### config.mk
export PLATFORM = sky130hd
export DESIGN_NAME = nfc_page_copy_engine_flat
export DESIGN_NICKNAME = d
export VERILOG_FILES = /design/src/rtl/nfc_page_copy_engine_if.sv /design/src/rtl/nfc_page_copy_engine.sv /design/src/flat_wrapper.sv
export SDC_FILE = /design/constraint.sdc
export NUM_CORES = 1
export LEC_CHECK = 0
export ABC_AREA = 1
export CORE_MARGIN = 5
export CORE_UTILIZATION = 25
export DETAILED_ROUTE_END_ITERATION = 8
export HOLD_SLACK_MARGIN = 0.02
export SLEW_MARGIN = 20
export SYNTH_ARGS = -nofsm -noshare
export SYNTH_HDL_FRONTEND = slang
export SYNTH_SLANG_ARGS = --single-unit
### constraint.sdc
create_clock -name clk -period 2.9 [get_ports clk]
set_input_delay 0.87 -clock clk [delete_from_list [all_inputs] [get_ports clk]]
set_output_delay 0.87 -clock clk [all_outputs]
set_load 0.02 [all_outputs]
### src/rtl/nfc_page_copy_engine_if.sv
// Bus bundle between the page-copy engine and its surroundings: the run
// control handshake plus the split IO/control buses of flash A (source) and
// flash B (destination). The engine takes the master side.
interface nfc_page_copy_engine_if #(
    parameter int ROW_W = 16
);
    logic             start;
    logic [ROW_W-1:0] page_start;
    logic [ROW_W-1:0] page_cnt;
    logic             busy;
    logic             done;
    logic             err;
    logic [ROW_W-1:0] err_page;

    logic [7:0]       F_IO_A_in;
    logic [7:0]       F_IO_A_out;
    logic             F_IO_A_oe;
    logic             F_CLE_A;
    logic             F_ALE_A;
    logic             F_REN_A;
    logic             F_WEN_A;
    logic             F_RB_A;

    logic [7:0]       F_IO_B_in;
    logic [7:0]       F_IO_B_out;
    logic             F_IO_B_oe;
    logic             F_CLE_B;
    logic             F_ALE_B;
    logic             F_REN_B;
    logic             F_WEN_B;
    logic             F_RB_B;

    modport master (
        input  start, page_start, page_cnt,
        output busy, done, err, err_page,
        input  F_IO_A_in, F_RB_A,
        output F_IO_A_out, F_IO_A_oe, F_CLE_A, F_ALE_A, F_REN_A, F_WEN_A,
        input  F_IO_B_in, F_RB_B,
        output F_IO_B_out, F_IO_B_oe, F_CLE_B, F_ALE_B, F_REN_B, F_WEN_B
    );

    modport slave (
        output start, page_start, page_cnt,
        input  busy, done, err, err_page,
        output F_IO_A_in, F_RB_A,
        input  F_IO_A_out, F_IO_A_oe, F_CLE_A, F_ALE_A, F_REN_A, F_WEN_A,
        output F_IO_B_in, F_RB_B,
        input  F_IO_B_out, F_IO_B_oe, F_CLE_B, F_ALE_B, F_REN_B, F_WEN_B
    );
endinterface

### src/rtl/nfc_page_copy_engine.sv
// NAND page-copy engine: copies page_cnt consecutive pages from flash A to
// the same rows of flash B, streaming each byte through one register, then
// checks the program status of every page and reports the first failing row.
//
// state   | meaning
// --------+-----------------------------------------------------------
// IDLE    | waiting for start
// RD_CMD  | read command 0x00 to A
// RD_ADDR | column + row address bytes to A
// RD_WAIT | tWB delay, then wait for A ready
// PG_CMD  | program command 0x80 to B
// PG_ADDR | column + row address bytes to B
// XFER    | stream PAGE_BYTES bytes A -> B
// PG_CONF | program confirm 0x10 to B
// PG_WAIT | tWB delay, then wait for B ready
// ST_CMD  | read status command 0x70 to B
// ST_READ | one status byte read from B
// NEXT    | advance row / count remaining pages
// DONE    | end of run, raise done
module nfc_page_copy_engine #(
    parameter int PAGE_BYTES  = 528,
    parameter int ADDR_CYCLES = 3,
    parameter int ROW_W       = 8*(ADDR_CYCLES-1),
    parameter int T_WB        = 4
) (
    input  logic clk,
    input  logic rst,
    nfc_page_copy_engine_if.master bus
);
    localparam int AW = (ADDR_CYCLES > 1) ? $clog2(ADDR_CYCLES) : 1;
    localparam int XW = $clog2(2*PAGE_BYTES+1);
    localparam int TW = (T_WB > 0) ? $clog2(T_WB+1) : 1;
    localparam logic [AW-1:0] A_LAST = AW'(ADDR_CYCLES-1);
    localparam logic [XW-1:0] X_LAST = XW'(2*PAGE_BYTES);
    localparam logic [7:0] CMD_READ = 8'h00;
    localparam logic [7:0] CMD_PROG = 8'h80;
    localparam logic [7:0] CMD_CONF = 8'h10;
    localparam logic [7:0] CMD_STAT = 8'h70;

    typedef enum logic [3:0] {
        IDLE, RD_CMD, RD_ADDR, RD_WAIT, PG_CMD, PG_ADDR, XFER,
        PG_CONF, PG_WAIT, ST_CMD, ST_READ, NEXT, DONE
    } state_t;

    state_t           state, state_nxt;
    logic             ph;          // 0: strobe phase, 1: release phase of a 2-clock bus cycle
    logic [AW-1:0]    acnt;
    logic [XW-1:0]    xcnt;
    logic [TW-1:0]    tmr;
    logic [ROW_W-1:0] row;
    logic [ROW_W-1:0] cnt;
    logic [7:0]       data;
    logic [7:0]       addr_byte;
    logic             busy_q, done_q, err_q;
    logic [ROW_W-1:0] err_page_q;

    assign bus.busy     = busy_q;
    assign bus.done     = done_q;
    assign bus.err      = err_q;
    assign bus.err_page = err_page_q;

    // Address byte for the current address cycle: column 0x00 first, then row LSB first.
    always_comb begin
        addr_byte = 8'h00;
        for (int j = 1; j < ADDR_CYCLES; j++) begin
            if (acnt == AW'(j)) addr_byte = row[8*(j-1) +: 8];
        end
    end

    // State register.
    always_ff @(posedge clk or negedge rst) begin
        if (!rst) state <= IDLE;
        else      state <= state_nxt;
    end

    // Next-state decode and flash pin drive, all pins idle unless the state claims them.
    always_comb begin
        state_nxt      = state;
        bus.F_CLE_A    = 1'b0;
        bus.F_ALE_A    = 1'b0;
        bus.F_REN_A    = 1'b1;
        bus.F_WEN_A    = 1'b1;
        bus.F_IO_A_oe  = 1'b0;
        bus.F_IO_A_out = 8'h00;
        bus.F_CLE_B    = 1'b0;
        bus.F_ALE_B    = 1'b0;
        bus.F_REN_B    = 1'b1;
        bus.F_WEN_B    = 1'b1;
        bus.F_IO_B_oe  = 1'b0;
        bus.F_IO_B_out = 8'h00;
        case (state)
            IDLE: begin
                if (bus.start) state_nxt = (bus.page_cnt == '0) ? DONE : RD_CMD;
            end
            RD_CMD: begin
                bus.F_CLE_A    = 1'b1;
                bus.F_IO_A_oe  = 1'b1;
                bus.F_IO_A_out = CMD_READ;
                bus.F_WEN_A    = ph;
                if (ph) state_nxt = RD_ADDR;
            end
            RD_ADDR: begin
                bus.F_ALE_A    = 1'b1;
                bus.F_IO_A_oe  = 1'b1;
                bus.F_IO_A_out = addr_byte;
                bus.F_WEN_A    = ph;
                if (ph && acnt == A_LAST) state_nxt = RD_WAIT;
            end
            RD_WAIT: begin
                if (tmr == '0 && bus.F_RB_A) state_nxt = PG_CMD;
            end
            PG_CMD: begin
                bus.F_CLE_B    = 1'b1;
                bus.F_IO_B_oe  = 1'b1;
                bus.F_IO_B_out = CMD_PROG;
                bus.F_WEN_B    = ph;
                if (ph) state_nxt = PG_ADDR;
            end
            PG_ADDR: begin
                bus.F_ALE_B    = 1'b1;
                bus.F_IO_B_oe  = 1'b1;
                bus.F_IO_B_out = addr_byte;
                bus.F_WEN_B    = ph;
                if (ph && acnt == A_LAST) state_nxt = XFER;
            end
            XFER: begin
                // Even cycles pulse REN_A, odd cycles pulse WEN_B with the byte read before.
                bus.F_REN_A    = xcnt[0] || (xcnt == X_LAST);
                bus.F_WEN_B    = ~xcnt[0];
                bus.F_IO_B_oe  = 1'b1;
                bus.F_IO_B_out = data;
                if (xcnt == X_LAST) state_nxt = PG_CONF;
            end
            PG_CONF: begin
                bus.F_CLE_B    = 1'b1;
                bus.F_IO_B_oe  = 1'b1;
                bus.F_IO_B_out = CMD_CONF;
                bus.F_WEN_B    = ph;
                if (ph) state_nxt = PG_WAIT;
            end
            PG_WAIT: begin
                if (tmr == '0 && bus.F_RB_B) state_nxt = ST_CMD;
            end
            ST_CMD: begin
                bus.F_CLE_B    = 1'b1;
                bus.F_IO_B_oe  = 1'b1;
                bus.F_IO_B_out = CMD_STAT;
                bus.F_WEN_B    = ph;
                if (ph) state_nxt = ST_READ;
            end
            ST_READ: begin
                bus.F_REN_B = ph;
                if (ph) state_nxt = NEXT;
            end
            NEXT: begin
                state_nxt = (cnt == ROW_W'(1)) ? DONE : RD_CMD;
            end
            DONE: begin
                state_nxt = IDLE;
            end
            default: state_nxt = IDLE;
        endcase
    end

    // Datapath: bus-cycle phase, address/byte counters, tWB timer, row/count and run status.
    always_ff @(posedge clk or negedge rst) begin
        if (!rst) begin
            ph         <= 1'b0;
            acnt       <= '0;
            xcnt       <= '0;
            tmr        <= '0;
            row        <= '0;
            cnt        <= '0;
            data       <= 8'h00;
            busy_q     <= 1'b0;
            done_q     <= 1'b0;
            err_q      <= 1'b0;
            err_page_q <= '0;
        end else begin
            case (state)
                RD_CMD, PG_CMD, PG_CONF, ST_CMD, ST_READ,
                RD_ADDR, PG_ADDR: ph <= ~ph;
                default:          ph <= 1'b0;
            endcase

            if ((state == RD_ADDR || state == PG_ADDR) && ph)
                acnt <= (acnt == A_LAST) ? '0 : acnt + 1'b1;

            if ((state == RD_ADDR && ph && acnt == A_LAST) || (state == PG_CONF && ph))
                tmr <= TW'(T_WB);
            else if ((state == RD_WAIT || state == PG_WAIT) && tmr != '0)
                tmr <= tmr - 1'b1;

            if (state == XFER) begin
                xcnt <= (xcnt == X_LAST) ? '0 : xcnt + 1'b1;
                if (!xcnt[0] && xcnt != X_LAST) data <= bus.F_IO_A_in;
            end

            if (state == IDLE && bus.start) begin
                row        <= bus.page_start;
                cnt        <= bus.page_cnt;
                busy_q     <= 1'b1;
                done_q     <= 1'b0;
                err_q      <= 1'b0;
                err_page_q <= '0;
            end

            // Status bit0 set means the program failed; only the first failing row is kept.
            if (state == ST_READ && !ph && bus.F_IO_B_in[0]) begin
                err_q <= 1'b1;
                if (!err_q) err_page_q <= row;
            end

            if (state == NEXT) begin
                cnt <= cnt - 1'b1;
                row <= row + 1'b1;
            end

            if (state == DONE) begin
                busy_q <= 1'b0;
                done_q <= 1'b1;
            end
        end
    end
endmodule

### src/flat_wrapper.sv
// flat-port wrapper written by rule: the top's interface ports become plain ports
module nfc_page_copy_engine_flat 
#(
    parameter int PAGE_BYTES  = 528,
    parameter int ADDR_CYCLES = 3,
    parameter int ROW_W       = 8*(ADDR_CYCLES-1),
    parameter int T_WB        = 4
)
  (clk, rst, bus_start, bus_page_start, bus_page_cnt, bus_busy, bus_done, bus_err, bus_err_page, bus_F_IO_A_in, bus_F_RB_A, bus_F_IO_A_out, bus_F_IO_A_oe, bus_F_CLE_A, bus_F_ALE_A, bus_F_REN_A, bus_F_WEN_A, bus_F_IO_B_in, bus_F_RB_B, bus_F_IO_B_out, bus_F_IO_B_oe, bus_F_CLE_B, bus_F_ALE_B, bus_F_REN_B, bus_F_WEN_B);
  nfc_page_copy_engine_if #(.ROW_W(ROW_W)) bus_i ();
  input  logic clk;
  input  logic rst;
  input wire logic [$bits(bus_i.start)-1:0] bus_start;
  input wire logic [$bits(bus_i.page_start)-1:0] bus_page_start;
  input wire logic [$bits(bus_i.page_cnt)-1:0] bus_page_cnt;
  output wire logic [$bits(bus_i.busy)-1:0] bus_busy;
  output wire logic [$bits(bus_i.done)-1:0] bus_done;
  output wire logic [$bits(bus_i.err)-1:0] bus_err;
  output wire logic [$bits(bus_i.err_page)-1:0] bus_err_page;
  input wire logic [$bits(bus_i.F_IO_A_in)-1:0] bus_F_IO_A_in;
  input wire logic [$bits(bus_i.F_RB_A)-1:0] bus_F_RB_A;
  output wire logic [$bits(bus_i.F_IO_A_out)-1:0] bus_F_IO_A_out;
  output wire logic [$bits(bus_i.F_IO_A_oe)-1:0] bus_F_IO_A_oe;
  output wire logic [$bits(bus_i.F_CLE_A)-1:0] bus_F_CLE_A;
  output wire logic [$bits(bus_i.F_ALE_A)-1:0] bus_F_ALE_A;
  output wire logic [$bits(bus_i.F_REN_A)-1:0] bus_F_REN_A;
  output wire logic [$bits(bus_i.F_WEN_A)-1:0] bus_F_WEN_A;
  input wire logic [$bits(bus_i.F_IO_B_in)-1:0] bus_F_IO_B_in;
  input wire logic [$bits(bus_i.F_RB_B)-1:0] bus_F_RB_B;
  output wire logic [$bits(bus_i.F_IO_B_out)-1:0] bus_F_IO_B_out;
  output wire logic [$bits(bus_i.F_IO_B_oe)-1:0] bus_F_IO_B_oe;
  output wire logic [$bits(bus_i.F_CLE_B)-1:0] bus_F_CLE_B;
  output wire logic [$bits(bus_i.F_ALE_B)-1:0] bus_F_ALE_B;
  output wire logic [$bits(bus_i.F_REN_B)-1:0] bus_F_REN_B;
  output wire logic [$bits(bus_i.F_WEN_B)-1:0] bus_F_WEN_B;
  assign bus_i.start = bus_start;
  assign bus_i.page_start = bus_page_start;
  assign bus_i.page_cnt = bus_page_cnt;
  assign bus_busy = bus_i.busy;
  assign bus_done = bus_i.done;
  assign bus_err = bus_i.err;
  assign bus_err_page = bus_i.err_page;
  assign bus_i.F_IO_A_in = bus_F_IO_A_in;
  assign bus_i.F_RB_A = bus_F_RB_A;
  assign bus_F_IO_A_out = bus_i.F_IO_A_out;
  assign bus_F_IO_A_oe = bus_i.F_IO_A_oe;
  assign bus_F_CLE_A = bus_i.F_CLE_A;
  assign bus_F_ALE_A = bus_i.F_ALE_A;
  assign bus_F_REN_A = bus_i.F_REN_A;
  assign bus_F_WEN_A = bus_i.F_WEN_A;
  assign bus_i.F_IO_B_in = bus_F_IO_B_in;
  assign bus_i.F_RB_B = bus_F_RB_B;
  assign bus_F_IO_B_out = bus_i.F_IO_B_out;
  assign bus_F_IO_B_oe = bus_i.F_IO_B_oe;
  assign bus_F_CLE_B = bus_i.F_CLE_B;
  assign bus_F_ALE_B = bus_i.F_ALE_B;
  assign bus_F_REN_B = bus_i.F_REN_B;
  assign bus_F_WEN_B = bus_i.F_WEN_B;
  nfc_page_copy_engine #(.PAGE_BYTES(PAGE_BYTES), .ADDR_CYCLES(ADDR_CYCLES), .ROW_W(ROW_W), .T_WB(T_WB)) u_core (.clk(clk), .rst(rst), .bus(bus_i));
endmodule
### Word level (Yosys, flattened, before mapping)

Cells that the tools add are included.

| word-level totals | value |
|---|---|
| register bits after elaboration | 80 |
| input port bits | 53 |

| cells by class | value |
|---|---|
| equality and inequality tests | 28 |
| $add $sub $neg | 5 |
| mux-type cells | 45 |
| reduce and logical (&&, ||, !) cells | 33 |
| bitwise gates (word level) | 2 |

Operators by type and width:

| operator | number |
|---|---|
| $mux 16 | 7 |
| $mux 4 | 13 |
| $pmux 4 s12 | 1 |
| $pmux 8 s5 | 1 |
| $mux 8 | 3 |
| $eq 4x4->1 const B | 5 |
| $ne 2x1->1 const B | 10 |
| $add 16x1->16 const B | 1 |
| $eq 16x1->1 const B | 1 |
| $eq 4x3->1 const B | 4 |
| $logic_not 16->1 | 1 |
| $sub 16x1->16 const B | 1 |
| $mux 1 | 15 |
| $logic_and 1x1->1 | 12 |
| $add 11x1->11 const B | 1 |
| $eq 11x11->1 const B | 1 |
| $mux 11 | 1 |
| $ne 11x11->1 const B | 1 |
| $reduce_and 11->1 | 1 |
| $eq 4x2->1 const B | 2 |
| $reduce_bool 2->1 | 4 |
| $reduce_or 7->1 | 1 |
| $mux 3 | 2 |
| $reduce_or 5->1 | 1 |
| other kinds (18) | 23 |

### Logic depth before layout (Yosys ltp)

Gate-level depths: netlist of run 1.

| logic depth | value |
|---|---|
| depth in word-level cells | 5 |
| gate-level depth with buffers | 12 |

### Worst setup path after synthesis of run 1

Ideal clock, no wire load.

| timing | value |
|---|---|
| path kind | register -> output |
| start point | register u_core.state[3] |
| end point | output port bus_F_IO_B_out[0] |
| buffers on the path | 0 |
| path slack | 0.302 ns |
| arrival time | 1.728 ns |
| required time | 2.030 ns |
| stages on the path, launching flop included | 6 |
| cell sequence | dfrtp_1 -> inv_4 -> nand2_4 -> nor2_1 -> inv_1 -> o21ai_0 |

| on the way | value |
|---|---|
| cells in the longest elaborated chain, start to end | 2 |

Ends and longest elaborated chain:

| element | line | source |
|---|---|---|
| from (decl) | nfc_page_copy_engine.sv:45 | `state_t state, state_nxt;` |
| from (signal assigned) | nfc_page_copy_engine.sv:73 | `else state <= state_nxt;` |
| $eq 4x4->1 or $eq 4x3->1 (tied branches) | nfc_page_copy_engine.sv:91 | `case (state)` |
| $pmux 8 s5 * | nfc_page_copy_engine.sv:91 |  |
| to (decl) | flat_wrapper.sv:30 | `output wire logic [$bits(bus_i.F_IO_B_out)-1:0] bus_F_IO_B_out;` |

Mark *: on every way between the ends. The rest lies on a longest branch, timed or not.

### Worst setup path after layout of run 1

| timing | value |
|---|---|
| start point | register u_core.state[3] |
| end point | output port bus_F_CLE_A |

| on the way | value |
|---|---|
| cells in the longest elaborated chain, start to end | 2 |

Ends and longest elaborated chain:

| element | line | source |
|---|---|---|
| $eq 4x1->1 | nfc_page_copy_engine.sv:91 |  |
| $mux 1 | nfc_page_copy_engine.sv:91 |  |
| to (decl) | flat_wrapper.sv:24 | `output wire logic [$bits(bus_i.F_CLE_A)-1:0] bus_F_CLE_A;` |

No other way between the ends.

==> results of run 1 <==
[cells by family after synthesis]
kind of cell,count (synthesis),share of synthesized area
buffers and inverters,114,0.104
AND/OR/NAND/NOR,394,0.340
XOR/XNOR,10,0.0173
flip-flops,80,0.396
adder cells (fa/ha/maj),7,0.0173
AO/OA/AOI/OAI,101,0.126
[final cells by class]
| type | instances | area (um^2) | share of cell area |
|---|---|---|---|
| timing repair buffer | 123 | 1130 | 0.171 |
| tap | 270 | 338 | 0.0509 |
| multi-input combinational | 512 | 2550 | 0.384 |
| inverter | 92 | 348 | 0.0525 |
| sequential | 80 | 2010 | 0.302 |
| clock buffer | 12 | 256 | 0.0387 |
| clock inverter | 1 | 5.00 | 0.000755 |
[registers in the layout, indices dropped and copies added, names as in the netlist]
| register | cells |
|---|---|
| u_core.bus.err_page | 16 |
| u_core.ph | 1 |
| u_core.state | 4 |
| u_core.row | 16 |
| u_core.bus.done | 1 |
| u_core.acnt | 2 |
| u_core.data | 8 |
| u_core.bus.err | 1 |
| u_core.tmr | 3 |
| u_core.cnt | 16 |
| u_core.bus.busy | 1 |
| u_core.xcnt | 11 |
[power by group through the flow]
| stage | Clock (uW) | Sequential (uW) | Combinational, uW |
|---|---|---|---|
| after global routing | 1120 | 1950 | 3160 |
| after detailed placement | 0 | 1900 | 2870 |
| after floorplan | 0 | 1820 | 1830 |
| after CTS | 1080 | 1880 | 2860 |
| final | 1050 | 1890 | 2840 |
| after global placement | 0 | 1900 | 2830 |
[worst paths after layout]
check,startpoint,to,slack (ns)
worst max-delay path,u_core.state[3],bus_F_CLE_A,0.07
worst max register to register,u_core.state[2],u_core.cnt[9],0.86
max in group asynchronous,rst,u_core.row[14],1.83
worst min register to register,u_core.tmr[2],u_core.tmr[2],0.49
worst min-delay path,rst,u_core.bus.err_page[7],0.49
min in group clk,u_core.tmr[2],u_core.tmr[2],0.49
[what timing repair did]
action,in CTS,in global routing
setup buffers,1,0
endpoints found under the setup margin,23,8
resized for setup,25,11
[routing by layer]
metal,global-route usage,part of all wire,up-vias
li1,-,-,2505
met1,0.166,0.43,2307
met2,0.228,0.48,142
met3,0.0315,0.053,31
met4,0.0638,0.033,0
met5,0,0,-
[cell usage in the layout, fill, tap and decap left out, drive strengths merged, types with 2 or more instances in the layout]
cell	count
a21oi	14
buf	34
clkbuf	14
clkdlybuf4s50	66
dfrtp	80
dlygate4sd2	18
dlymetal6s2s	2
ha	7
inv	92
nand2	202
nand3	76
nand4	10
nor2	95
nor3	9
o211ai	17
o21ai	50
o22ai	17
xor2	10
[metrics by stage]
stage          total power, uW  setup WS (ns)  hold slack [ns]  instances
2_1_floorplan             3650          0.302            0.442        706
3_3_place_gp              4730          0.142            0.460       1076
3_5_place_dp              4770          0.118            0.477       1076
4_1_cts                   5820       0.000477            0.491       1090
5_1_grt                   6230        0.00593            0.511       1090
6_report                  5780         0.0727            0.489       1090
==> impl_metrics.env, run 1 <==
export IMPL_ioPinCount=98
export IMPL_drc=0
export IMPL_clockPowerShare=0.182
export IMPL_power_density_nw_per_um2=871
export IMPL_vias=4985
export IMPL_cp_max_fo=5
export IMPL_fill_cells=2141
export IMPL_placed_area_um2=6370
export IMPL_relSlewSlack=0.513
export IMPL_peakVddDrop_mv=0.243
export IMPL_cts_hold_fix_buffers=0
export IMPL_dp_hpwl_um=12300
export IMPL_p_sw_frac=0.449
export IMPL_wl_um=15800
export IMPL_cts_sinks=80
export IMPL_ys_seq_area_frac=0.396
export IMPL_syn2layout_area_growth_pct=31.1
export IMPL_r2r_cells=9
export IMPL_drive_above_1_share=0.115
export IMPL_synth_top_area_share=0.396
export IMPL_viasPerCell=4.57
export IMPL_start_util=0.252
export IMPL_crit_buf_inv=4
export IMPL_endpoint_kind="output pin"
export IMPL_ant_nets=0
export IMPL_syn_area_per_cell_um2=7.17
export IMPL_final_nets=878
export IMPL_slowest_stage="clkdlybuf4s50_1"
export IMPL_fin_crit_sh=0.975
export IMPL_tns_ns=0
export IMPL_period_minus_slack_ns=2.83
export IMPL_ys_ff_latch=80
export IMPL_num_rows=52
export IMPL_postLayoutCoreUtil=0.330
export IMPL_seqPwrFrac=0.327
export IMPL_rsz0062_at_grt="false"
export IMPL_first_iter_violations=247
export IMPL_postSynthCellCount=706
export IMPL_synthFlopType="dfrtp_1"
export IMPL_leakagePower_uw=0.00316
export IMPL_antenna_found_initial=0
export IMPL_cell_internal_pwr_uw=3180
export IMPL_synth_common_cells="nand2_1 (194), nor2_1 (88), inv_1 (86)"
export IMPL_tritoncts="yes"
export IMPL_power_switching_uw=2590
export IMPL_synth_edf_count=0
export IMPL_numPortBuffers=90
export IMPL_cts_buffers=9
export IMPL_core_area_um2=20100
export IMPL_maxCapViolations=0
export IMPL_cp_depth=6
export IMPL_clock_latency_ns=0.34
export IMPL_setup_viol=0
export IMPL_clock_root_buffer="clkbuf_16"
export IMPL_synth_area_leaders="dfrtp_1 (40%), nand2_1 (14%), nand3_1 (7.4%)"
export IMPL_synth_most_common_cell="nand2_1"
export IMPL_fmax_mhz=354
export IMPL_skew_ns=0.00381
export IMPL_grt_ovfl_total=0
export IMPL_crit_path_cell_trace="buf_4 > nor2_4 > buf_4 > nand2_1 > inv_1 > clkdlybuf4s50_1"
export IMPL_fin_area_um2=6630
export IMPL_crit_family="buffers and inverters"
export IMPL_pwr_share_comb=0.491
export IMPL_cts_buffer_depth=2
export IMPL_grt_pass1_wl_um=25600
export IMPL_timing_final_hold_violations=0
export IMPL_drt_first_pass_iters=5
export IMPL_cp_required_ns=2.03
export IMPL_path_clk_slew_ns=0.06
export IMPL_ys_types=33
export IMPL_grt_total_usage=0.136
export IMPL_cts_max_level=3
export IMPL_die_area_um2=23200
export IMPL_netlist_area_um2=5060
export IMPL_syn_nets=766
export IMPL_drv_slew=0
export IMPL_path_common_cell="buf_4"
export IMPL_yosysTopAreaCell="dfrtp_1"
export IMPL_antenna_cells=0
export IMPL_fp_dieW_um=152
export IMPL_yosysWarnings=0
export IMPL_hold_path_class="in -> async"
export IMPL_slowest_delay_ns=0.60
export IMPL_grt_max_degree=36
export IMPL_path_class="reg -> out"
export IMPL_cp_data_arrival_time_ns=1.96
export IMPL_wl_per_cell_um=14.5
export IMPL_grt_pass1_vias=4928
export IMPL_worstMarginPinSlew_ns=0.728
export IMPL_gp_congestion=0.889
export IMPL_status="finished, final reports clean"
export IMPL_die_h_um=152
export IMPL_async_flop_share=1.00
export IMPL_worst_setup_path_start_kind="flop"
Power figures use the tool's default switching activity.
==> run 2: changes to the inputs <==
--- a/config.mk
+++ b/config.mk
@@ -6,10 +6,13 @@
 export NUM_CORES = 1
 export LEC_CHECK = 0
 export ABC_AREA = 1
+export CELL_PAD_IN_SITES_DETAIL_PLACEMENT = 0
+export CELL_PAD_IN_SITES_GLOBAL_PLACEMENT = 1
 export CORE_MARGIN = 5
 export CORE_UTILIZATION = 25
 export DETAILED_ROUTE_END_ITERATION = 8
 export HOLD_SLACK_MARGIN = 0.02
+export PLACE_DENSITY_LB_ADDON = 0.1
 export SLEW_MARGIN = 20
 export SYNTH_ARGS = -nofsm -noshare
 export SYNTH_HDL_FRONTEND = slang
==> run 2 against run 1 <==
Worst setup slack better by 0.033 ns. Cell count is 0.18% higher. Power is 3.5% higher. Sequential cell count stayed put. Combinational power is 2% higher. Count of clock-buffer cells in the layout stayed put. Maximum frequency is 1.2% higher. Register-to-register slack better by 0.02 ns. Die area stayed put. Non-clock buffer count is 1 lower. Critical path depth stayed put.
==> impl_metrics.env, run 2 (synthesis gave the netlist of run 1 again) <==
export IMPL_setup_viol=0
export IMPL_cp_data_arrival_time_ns=1.92
export IMPL_drive_above_1_share=0.117
export IMPL_cts_buffer_depth=2
export IMPL_seqPwrFrac=0.314
export IMPL_antenna_found_initial=0
export IMPL_power_density_nw_per_um2=891
export IMPL_period_minus_slack_ns=2.79
export IMPL_place_inst=1076
export IMPL_cts_buffers=9
export IMPL_skew_ns=0.00806
export IMPL_cts_sinks=80
export IMPL_use_met2=0.261
export IMPL_power_switching_uw=2680
export IMPL_status="finished, final reports clean"
export IMPL_maxCapViolations=0
export IMPL_timing_final_hold_violations=0
export IMPL_wl_per_cell_um=15.8
export IMPL_clockPowerShare=0.201
export IMPL_path_clk_slew_ns=0.07
export IMPL_cts_max_level=3
export IMPL_p_sw_frac=0.449
export IMPL_grt_max_degree=37
export IMPL_ant_nets=0
export IMPL_hold_path_class="in -> async"
export IMPL_peakVddDrop_mv=0.300
export IMPL_fp_dieW_um=152
export IMPL_grt_pass1_wl_um=28200
export IMPL_final_common_cell="nand2_1"
export IMPL_grt_busiest_layer="met2"
export IMPL_leakagePower_uw=0.00323
export IMPL_die_area_um2=23200
export IMPL_antenna_cells=0
export IMPL_multi_input_area_um2=2560
export IMPL_start_util=0.252
export IMPL_syn2layout_area_growth_pct=32.5
export IMPL_grt_total_usage=0.151
export IMPL_die_h_um=152
export IMPL_viasPerCell=4.52
export IMPL_grt_use_met1=0.194
export IMPL_met3_usage=0.0267
export IMPL_drc=0
export IMPL_pwr_share_comb=0.485
export IMPL_core_area_um2=20100
export IMPL_tns_ns=0
export IMPL_fin_ws_ns=0.106
export IMPL_cts_hold_fix_buffers=0
export IMPL_dp_hpwl_um=13500
export IMPL_numPortBuffers=90
export IMPL_cp_required_ns=2.03
export IMPL_dpl_worst_slack_ns=0.142
export IMPL_num_rows=52
export IMPL_wl_um=17300
export IMPL_fmax_mhz=358
export IMPL_clock_root_buffer="clkbuf_16"
export IMPL_tritoncts="yes"
export IMPL_drt_first_pass_iters=5
export IMPL_fin_crit_sh=0.963
export IMPL_endpoint_kind="output pin"
export IMPL_first_iter_violations=278
export IMPL_cp_max_fo=5
export IMPL_cell_internal_pwr_uw=3290
export IMPL_path_class="reg -> out"
export IMPL_vias=4937
export IMPL_drv_slew=0
export IMPL_rsz0062_at_grt="false"
export IMPL_fill_cells=2187
export IMPL_gp_congestion=0.811
export IMPL_relSlewSlack=0.507
export IMPL_final_cell_mix="nand2_1 (191), nor2_1 (87), inv_1 (86)"
export IMPL_worstMarginPinSlew_ns=0.737
export IMPL_clock_latency_ns=0.35
export IMPL_grt_ovfl_total=0
export IMPL_worst_setup_path_start_kind="flop"
export IMPL_final_nets=877
export IMPL_grt_pass1_vias=5110
export IMPL_fin_cells=1092
export IMPL_ioPinCount=98
export IMPL_regArea_um2=2000
[run 2: cell types whose count changed in the layout (fill, tap and decap cells not counted), sizes merged]
cell,change
dlymetal6s2s,+5
clkbuf,-2
buf,-1
bufinv,+1
clkdlybuf4s15,-1
clkdlybuf4s50,-1
clkinvlp,+1
dlygate4sd2,-1
inv,+1
[run 2: path summary, 6_finish.rpt]
| check | slack (ns) | start | end | cells after the start |
|---|---|---|---|---|
| max in group asynchronous | 1.84 | rst | u_core.acnt[0] | 2 |
| hold / removal | 0.44 | rst | u_core.row[14] | 1 |
| hold reg to reg | 0.47 | u_core.data[3] | u_core.data[3] | 2 |
| setup reg to reg | 0.88 | u_core.state[2] | u_core.row[5] | 9 |
| min in group clk | 0.47 | u_core.data[3] | u_core.data[3] | 2 |
| setup / recovery | 0.11 | u_core.state[2] | bus_F_CLE_A | 6 |
[run 2: power groups by stage]
stage,combinational (uW),sequential [uW],clock [uW]
floorplan,1830,1820,0
global placement,2920,1890,0
detailed placement,2950,1890,0
CTS,2960,1880,1240
global route,3270,1940,1290
finish,2900,1880,1200
[run 2: layout make-up]
class                   instances  share of cell area
inverters                      92              0.0519
clock inverters                 4             0.00765
well taps                     270              0.0504
clock buffers                  12              0.0383
repair buffers                122               0.171
multi-input cells             512               0.382
flip-flops and latches         80               0.299
[run 2: timing repair]
| item | in CTS | in global routing |
|---|---|---|
| pin swaps | 0 | 1 |
| buffers inserted | 0 | 0 |
| endpoints found under the setup margin | 22 | 14 |
| resized for setup | 25 | 9 |
[run 2: per-layer routing]
| layer | up-vias | routed length, um |
|---|---|---|
| met5 | - | 0 |
| met2 | 104 | 8310 |
| met1 | 2311 | 7980 |
| met3 | 17 | 668 |
| li1 | 2505 | - |
| met4 | 0 | 323 |
[run 2: worst max-delay path, stage by stage (launching register included)]
cell and delay (ns):
dfrtp_1 0.40, buf_4 0.17, nor2_4 0.09, buf_4 0.15
nand2_1 0.10, inv_1 0.08, clkdlybuf4s50_1 0.60
[run 2: metrics by stage]
step	utilization	power (uW)	cell area (um^2)	hold slack [ns]
global placement	0.317	4810	6370	0.461
global route	0.333	6490	6700	0.455
detailed placement	0.317	4840	6370	0.464
floorplan	-	3650	5060	0.442
finish	0.333	5980	6700	0.435
CTS	0.333	6080	6690	0.440
==> run 3: changes to the inputs <==
--- a/config.mk
+++ b/config.mk
@@ -17,3 +17,4 @@
 export SYNTH_ARGS = -nofsm -noshare
 export SYNTH_HDL_FRONTEND = slang
 export SYNTH_SLANG_ARGS = --single-unit
+export TNS_END_PERCENT = 10
==> run 3 against run 2 <==
Non-clock buffer count is the same. Register-to-register slack is essentially flat. First-iteration DRC count is the same. Maximum frequency is essentially flat. Critical endpoint unchanged.
==> impl_metrics.env, run 3 (synthesis gave the netlist of run 1 again) <==
export IMPL_wl_per_cell_um=15.8
export IMPL_vias=4940
export IMPL_die_area_um2=23200
export IMPL_status="finished, final reports clean"
export IMPL_cell_internal_pwr_uw=3300
export IMPL_setup_viol=0
export IMPL_cts_setup_buffers=0
export IMPL_drv_slew=0
export IMPL_r2r_end="u_core.row[5]"
export IMPL_cts_buffer_depth=2
export IMPL_viasPerCell=4.52
export IMPL_start_util=0.252
export IMPL_power_switching_uw=2680
export IMPL_path_clk_slew_ns=0.07
export IMPL_cp_required_ns=2.03
export IMPL_antenna_cells=0
export IMPL_seqPwrFrac=0.314
export IMPL_relSlewSlack=0.515
export IMPL_drive_above_1_share=0.117
export IMPL_grt_ovfl_total=0
export IMPL_fin_area_um2=6710
export IMPL_antenna_found_initial=0
export IMPL_syn2layout_area_growth_pct=32.6
export IMPL_pwr_share_comb=0.485
export IMPL_multi_input_area_um2=2560
export IMPL_numPortBuffers=90
export IMPL_tritoncts="yes"
export IMPL_core_area_um2=20100
export IMPL_peakVddDrop_mv=0.300
export IMPL_worst_setup_path_start_kind="flop"
export IMPL_dp_hpwl_um=13500
export IMPL_final_cell_mix="nand2_1 (191), nor2_1 (87), inv_1 (86)"
export IMPL_worstMarginPinSlew_ns=0.725
export IMPL_fmax_mhz=358
export IMPL_gp_congestion=0.811
export IMPL_drc=0
export IMPL_grt_pass1_vias=5110
export IMPL_grt_pass1_wl_um=28200
export IMPL_final_common_cell="nand2_1"
export IMPL_num_rows=52
export IMPL_p_sw_frac=0.449
export IMPL_cts_max_level=3
export IMPL_clock_root_buffer="clkbuf_16"
export IMPL_placed_area_um2=6370
export IMPL_rr_startpoint="u_core.state[2]"
export IMPL_fin_crit_sh=0.963
export IMPL_tns_ns=0
export IMPL_cp_max_fo=5
export IMPL_drt_first_pass_iters=5
export IMPL_cts_sinks=80
export IMPL_r2r_cells=9
export IMPL_ant_nets=0
export IMPL_fill_cells=2187
export IMPL_grt_total_usage=0.151
export IMPL_clockPowerShare=0.201
export IMPL_skew_ns=0.00807
export IMPL_leakagePower_uw=0.00324
export IMPL_grt_max_degree=37
export IMPL_rsz0062_at_grt="false"
export IMPL_hold_path_class="in -> async"
export IMPL_cp_data_arrival_time_ns=1.92
export IMPL_r2r_setup_slack_ns=0.88
export IMPL_first_iter_violations=278
export IMPL_fp_dieW_um=152
export IMPL_clock_latency_ns=0.35
export IMPL_final_nets=877
export IMPL_die_h_um=152
export IMPL_wl_um=17300
export IMPL_power_density_nw_per_um2=891
export IMPL_ioPinCount=98
export IMPL_period_minus_slack_ns=2.79
export IMPL_whs_ns=0.435
export IMPL_timing_final_hold_violations=0
export IMPL_endpoint_kind="output pin"
export IMPL_regArea_um2=2000
export IMPL_cts_buffers=9
export IMPL_maxCapViolations=0
export IMPL_postLayoutCoreUtil=0.334
export IMPL_path_class="reg -> out"
-- run 3: changes by cell type in the layout (fill, tap and decap cells not counted), sizes merged --
cell	before	now
dlygate4sd2	17	16
dlymetal6s2s	7	8
-- run 3: worst max-delay path by stage --
stage / start / to / slack (ns)
after global placement: u_core.acnt[0] / bus_F_IO_B_out[5] / 0.16
after floorplan: u_core.state[3] / bus_F_IO_B_out[0] / 0.30
after detailed placement: u_core.acnt[0] / bus_F_IO_B_out[5] / 0.14
after global routing: u_core.state[0] / bus_F_IO_B_out[6] / 0.002
after CTS: u_core.acnt[0] / bus_F_IO_A_out[7] / -0.05
final: u_core.state[2] / bus_F_CLE_A / 0.11
-- run 3: power by group through the flow --
| stage | sequential (uW) | combinational (uW) | clock [uW] |
|---|---|---|---|
| after floorplan | 1820 | 1830 | 0 |
| after global placement | 1890 | 2920 | 0 |
| after detailed placement | 1890 | 2950 | 0 |
| after CTS | 1880 | 2960 | 1240 |
| after global routing | 1940 | 3270 | 1290 |
| final | 1880 | 2900 | 1200 |
-- run 3: metal layers --
layer / part of all wire / GRT usage
met1: 0.46 / 0.194
met2: 0.48 / 0.261
met3: 0.038 / 0.0267
met4: 0.019 / 0.0458
met5: 0 / 0
-- run 3: timing repair --
action | in CTS | in global routing
gates resized for setup | 24 | 10
endpoints found under the setup margin | 22 | 15
pin swaps | 0 | 1
hold buffers | 0 | 0
endpoints found under the hold margin | 0 | 0
-- run 3: area by class of cell --
| class | instances | share of cell area |
|---|---|---|
| Clock inverter | 4 | 0.00765 |
| Clock buffer | 12 | 0.0382 |
| Tap cell | 270 | 0.0504 |
| Sequential cell | 80 | 0.299 |
| Inverter | 92 | 0.0519 |
| Multi-Input combinational cell | 512 | 0.381 |
| Timing Repair Buffer | 122 | 0.172 |
-- run 3: per-stage QoR --
step	worst slack (ns)	std cells	total power, uW
6_report	0.106	1092	5980
5_1_grt	0.00175	1092	6490
4_1_cts	-0.0473	1092	6080
3_5_place_dp	0.142	1076	4840
3_3_place_gp	0.162	1076	4810
2_1_floorplan	0.302	706	3650
-- run 3: critical path: stages, from the launching register on --
cell,delay (ns)
dfrtp_1,0.40
buf_4,0.17
nor2_4,0.09
buf_4,0.15
nand2_1,0.10
inv_1,0.08
clkdlybuf4s50_1,0.60
==> patch, RTL diff (flow settings as in run 3) <==
`T_WB` is set to 4 in 2 places; all go to 16.
--- a/src/rtl/nfc_page_copy_engine.sv
+++ b/src/rtl/nfc_page_copy_engine.sv
@@ -21,7 +21,7 @@
     parameter int PAGE_BYTES  = 528,
     parameter int ADDR_CYCLES = 3,
     parameter int ROW_W       = 8*(ADDR_CYCLES-1),
-    parameter int T_WB        = 4
+    parameter int T_WB        = 16
 ) (
     input  logic clk,
     input  logic rst,
--- a/src/flat_wrapper.sv
+++ b/src/flat_wrapper.sv
@@ -4,7 +4,7 @@
     parameter int PAGE_BYTES  = 528,
     parameter int ADDR_CYCLES = 3,
     parameter int ROW_W       = 8*(ADDR_CYCLES-1),
-    parameter int T_WB        = 4
+    parameter int T_WB        = 16
 )
   (clk, rst, bus_start, bus_page_start, bus_page_cnt, bus_busy, bus_done, bus_err, bus_err_page, bus_F_IO_A_in, bus_F_RB_A, bus_F_IO_A_out, bus_F_IO_A_oe, bus_F_CLE_A, bus_F_ALE_A, bus_F_REN_A, bus_F_WEN_A, bus_F_IO_B_in, bus_F_RB_B, bus_F_IO_B_out, bus_F_IO_B_oe, bus_F_CLE_B, bus_F_ALE_B, bus_F_REN_B, bus_F_WEN_B);
   nfc_page_copy_engine_if #(.ROW_W(ROW_W)) bus_i ();
Check against the original RTL: same outputs for any inputs over 10 cycles, from zero or initial values and one cycle with rst low; that may be too few to reach the edited logic, so the function may still have changed.
==> patch against run 3 <==
- routed wire length fell by 8.2%
- register-to-register slack improved by 0.24 ns
- clock power rose by 9%
- non-clock buffer count fell by 15
- worst setup slack improved by 0.038 ns
- sequential cell count rose by 2
- synthesized area fell by 0.54%
- die area fell by 0.50%
- total power rose by 2.6%
- maximum frequency rose by 1.4%
- cell area fell by 1.0%
- first-iteration DRC count fell by 26%
- largest power group unchanged
==> patch: results (changes against run 3) <==
Worst R2R Setup Slack 1.12 ns (was 0.88 ns); status finished, final reports clean (unchanged); vias in the first global route 4,857 (was 5,110); layout cells sized above 1 11.01% (was 11.68%); register area share after synthesis 40.79% (was 39.57%); via count 4,778 (was 4,940); top cells by count, synth nand2_1, inv_1, dfrtp_1, nor2_1, nand3_1 (was nand2_1, nor2_1, inv_1, dfrtp_1, nand3_1); net switching fraction of the power 45.05% (was 44.86%); Mapped Cells 675 (was 706); Slew @ Worst Pin 0.4461 ns (was 0.7252 ns); Largest stage delay, worst path 0.46 ns (was 0.60 ns); Syn Nets 735 (was 766); synth top area cells dfrtp_1, nand2_1, inv_1 (was dfrtp_1, nand2_1, nand3_1); FF-to-FF End u_core.row[13] (was u_core.row[5]); Final Wtd Congestion 0.7987 (was 0.8112); total track usage 13.98% (was 15.13%); Nets 836 (was 877); clk_skew 0.008904 ns (was 0.008065 ns); WL final 15,850 um (was 17,270 um); Hold WS 0.4618 ns (was 0.4352 ns); non-filler cells in the finished layout 1,046 (was 1,092); static leakage 3.129 nW (was 3.245 nW); crit path max-delay cell type dfrtp_2 (was clkdlybuf4s50_1); largest net degree at the start of global routing 33 (was 37); worst vdd ir 0.3255 mV (was 0.3001 mV)
patch: cell count changes after synthesis, sizes merged, moves of 6 or more:
cell    delta
nand3     -21
o21ai     +10
nand2     -42
inv        +8
o211ai     -6
patch: power groups by stage:
stage	registers [mW]	logic [mW]	clock network (mW)
2_1_floorplan	1.90	1.94	0
3_3_place_gp	1.91	2.95	0
3_5_place_dp	1.92	2.98	0
4_1_cts	1.91	2.96	1.36
5_1_grt	1.97	3.29	1.40
6_report	1.91	2.91	1.31
patch: routing by layer:
layer | global-route usage [%] | vias up | routed length, um
li1 | - | 2405 | -
met1 | 19.42 | 2249 | 7849
met2 | 21.72 | 113 | 7199
met3 | 3.437 | 11 | 654
met4 | 3.896 | 0 | 148
met5 | 0 | - | 0
patch: how the worst max path moves through the flow:
stage	startpoint	cells past startpoint	slack, ns	end
final	u_core.state[2]	7	0.14	bus_F_WEN_B
after global routing	u_core.state[2]	7	0.02	bus_F_WEN_B
after global placement	u_core.acnt[0]	6	0.10	bus_F_IO_B_out[4]
after floorplan	u_core.state[1]	7	0.54	bus_F_IO_B_out[6]
after CTS	u_core.xcnt[1]	8	-0.25	bus_F_REN_A
after detailed placement	u_core.acnt[0]	6	0.09	bus_F_IO_B_out[4]
patch: cells by family after synthesis:
logic type,after synthesis,share of synthesized area (%)
fa+ha+maj,7,1.741
xor+xnor,16,2.785
flops,82,40.79
buf+inv,117,9.624
simple gates,334,30.81
compound gates,119,14.25
patch: final cells by class:
type,instances,area [um2]
repair buffers,107,1022
well taps,265,331.6
flip-flops and latches,82,2057
fillers,2165,13010
clock buffers,9,225.2
inverters,100,377.9
multi-input cells,476,2520
clock inverters,7,106.4
patch: metrics by stage:
| stage | power, mW | area [um2] | setup WS [ns] |
|---|---|---|---|
| 2_1_floorplan | 3.839 | 5031 | 0.5402 |
| 3_3_place_gp | 4.866 | 6280 | 0.1035 |
| 3_5_place_dp | 4.908 | 6280 | 0.09012 |
| 4_1_cts | 6.235 | 6615 | -0.2460 |
| 5_1_grt | 6.668 | 6640 | 0.01840 |
| 6_report | 6.130 | 6640 | 0.1440 |
patch: timing repair:
action / in CTS / in global routing
buffers inserted: 0 / 2
cloned: 0 / 0
pin swaps: 0 / 1
hold buffers: 0 / 0
endpoints found under the setup margin: 25 / 4
resized for setup: 31 / 4
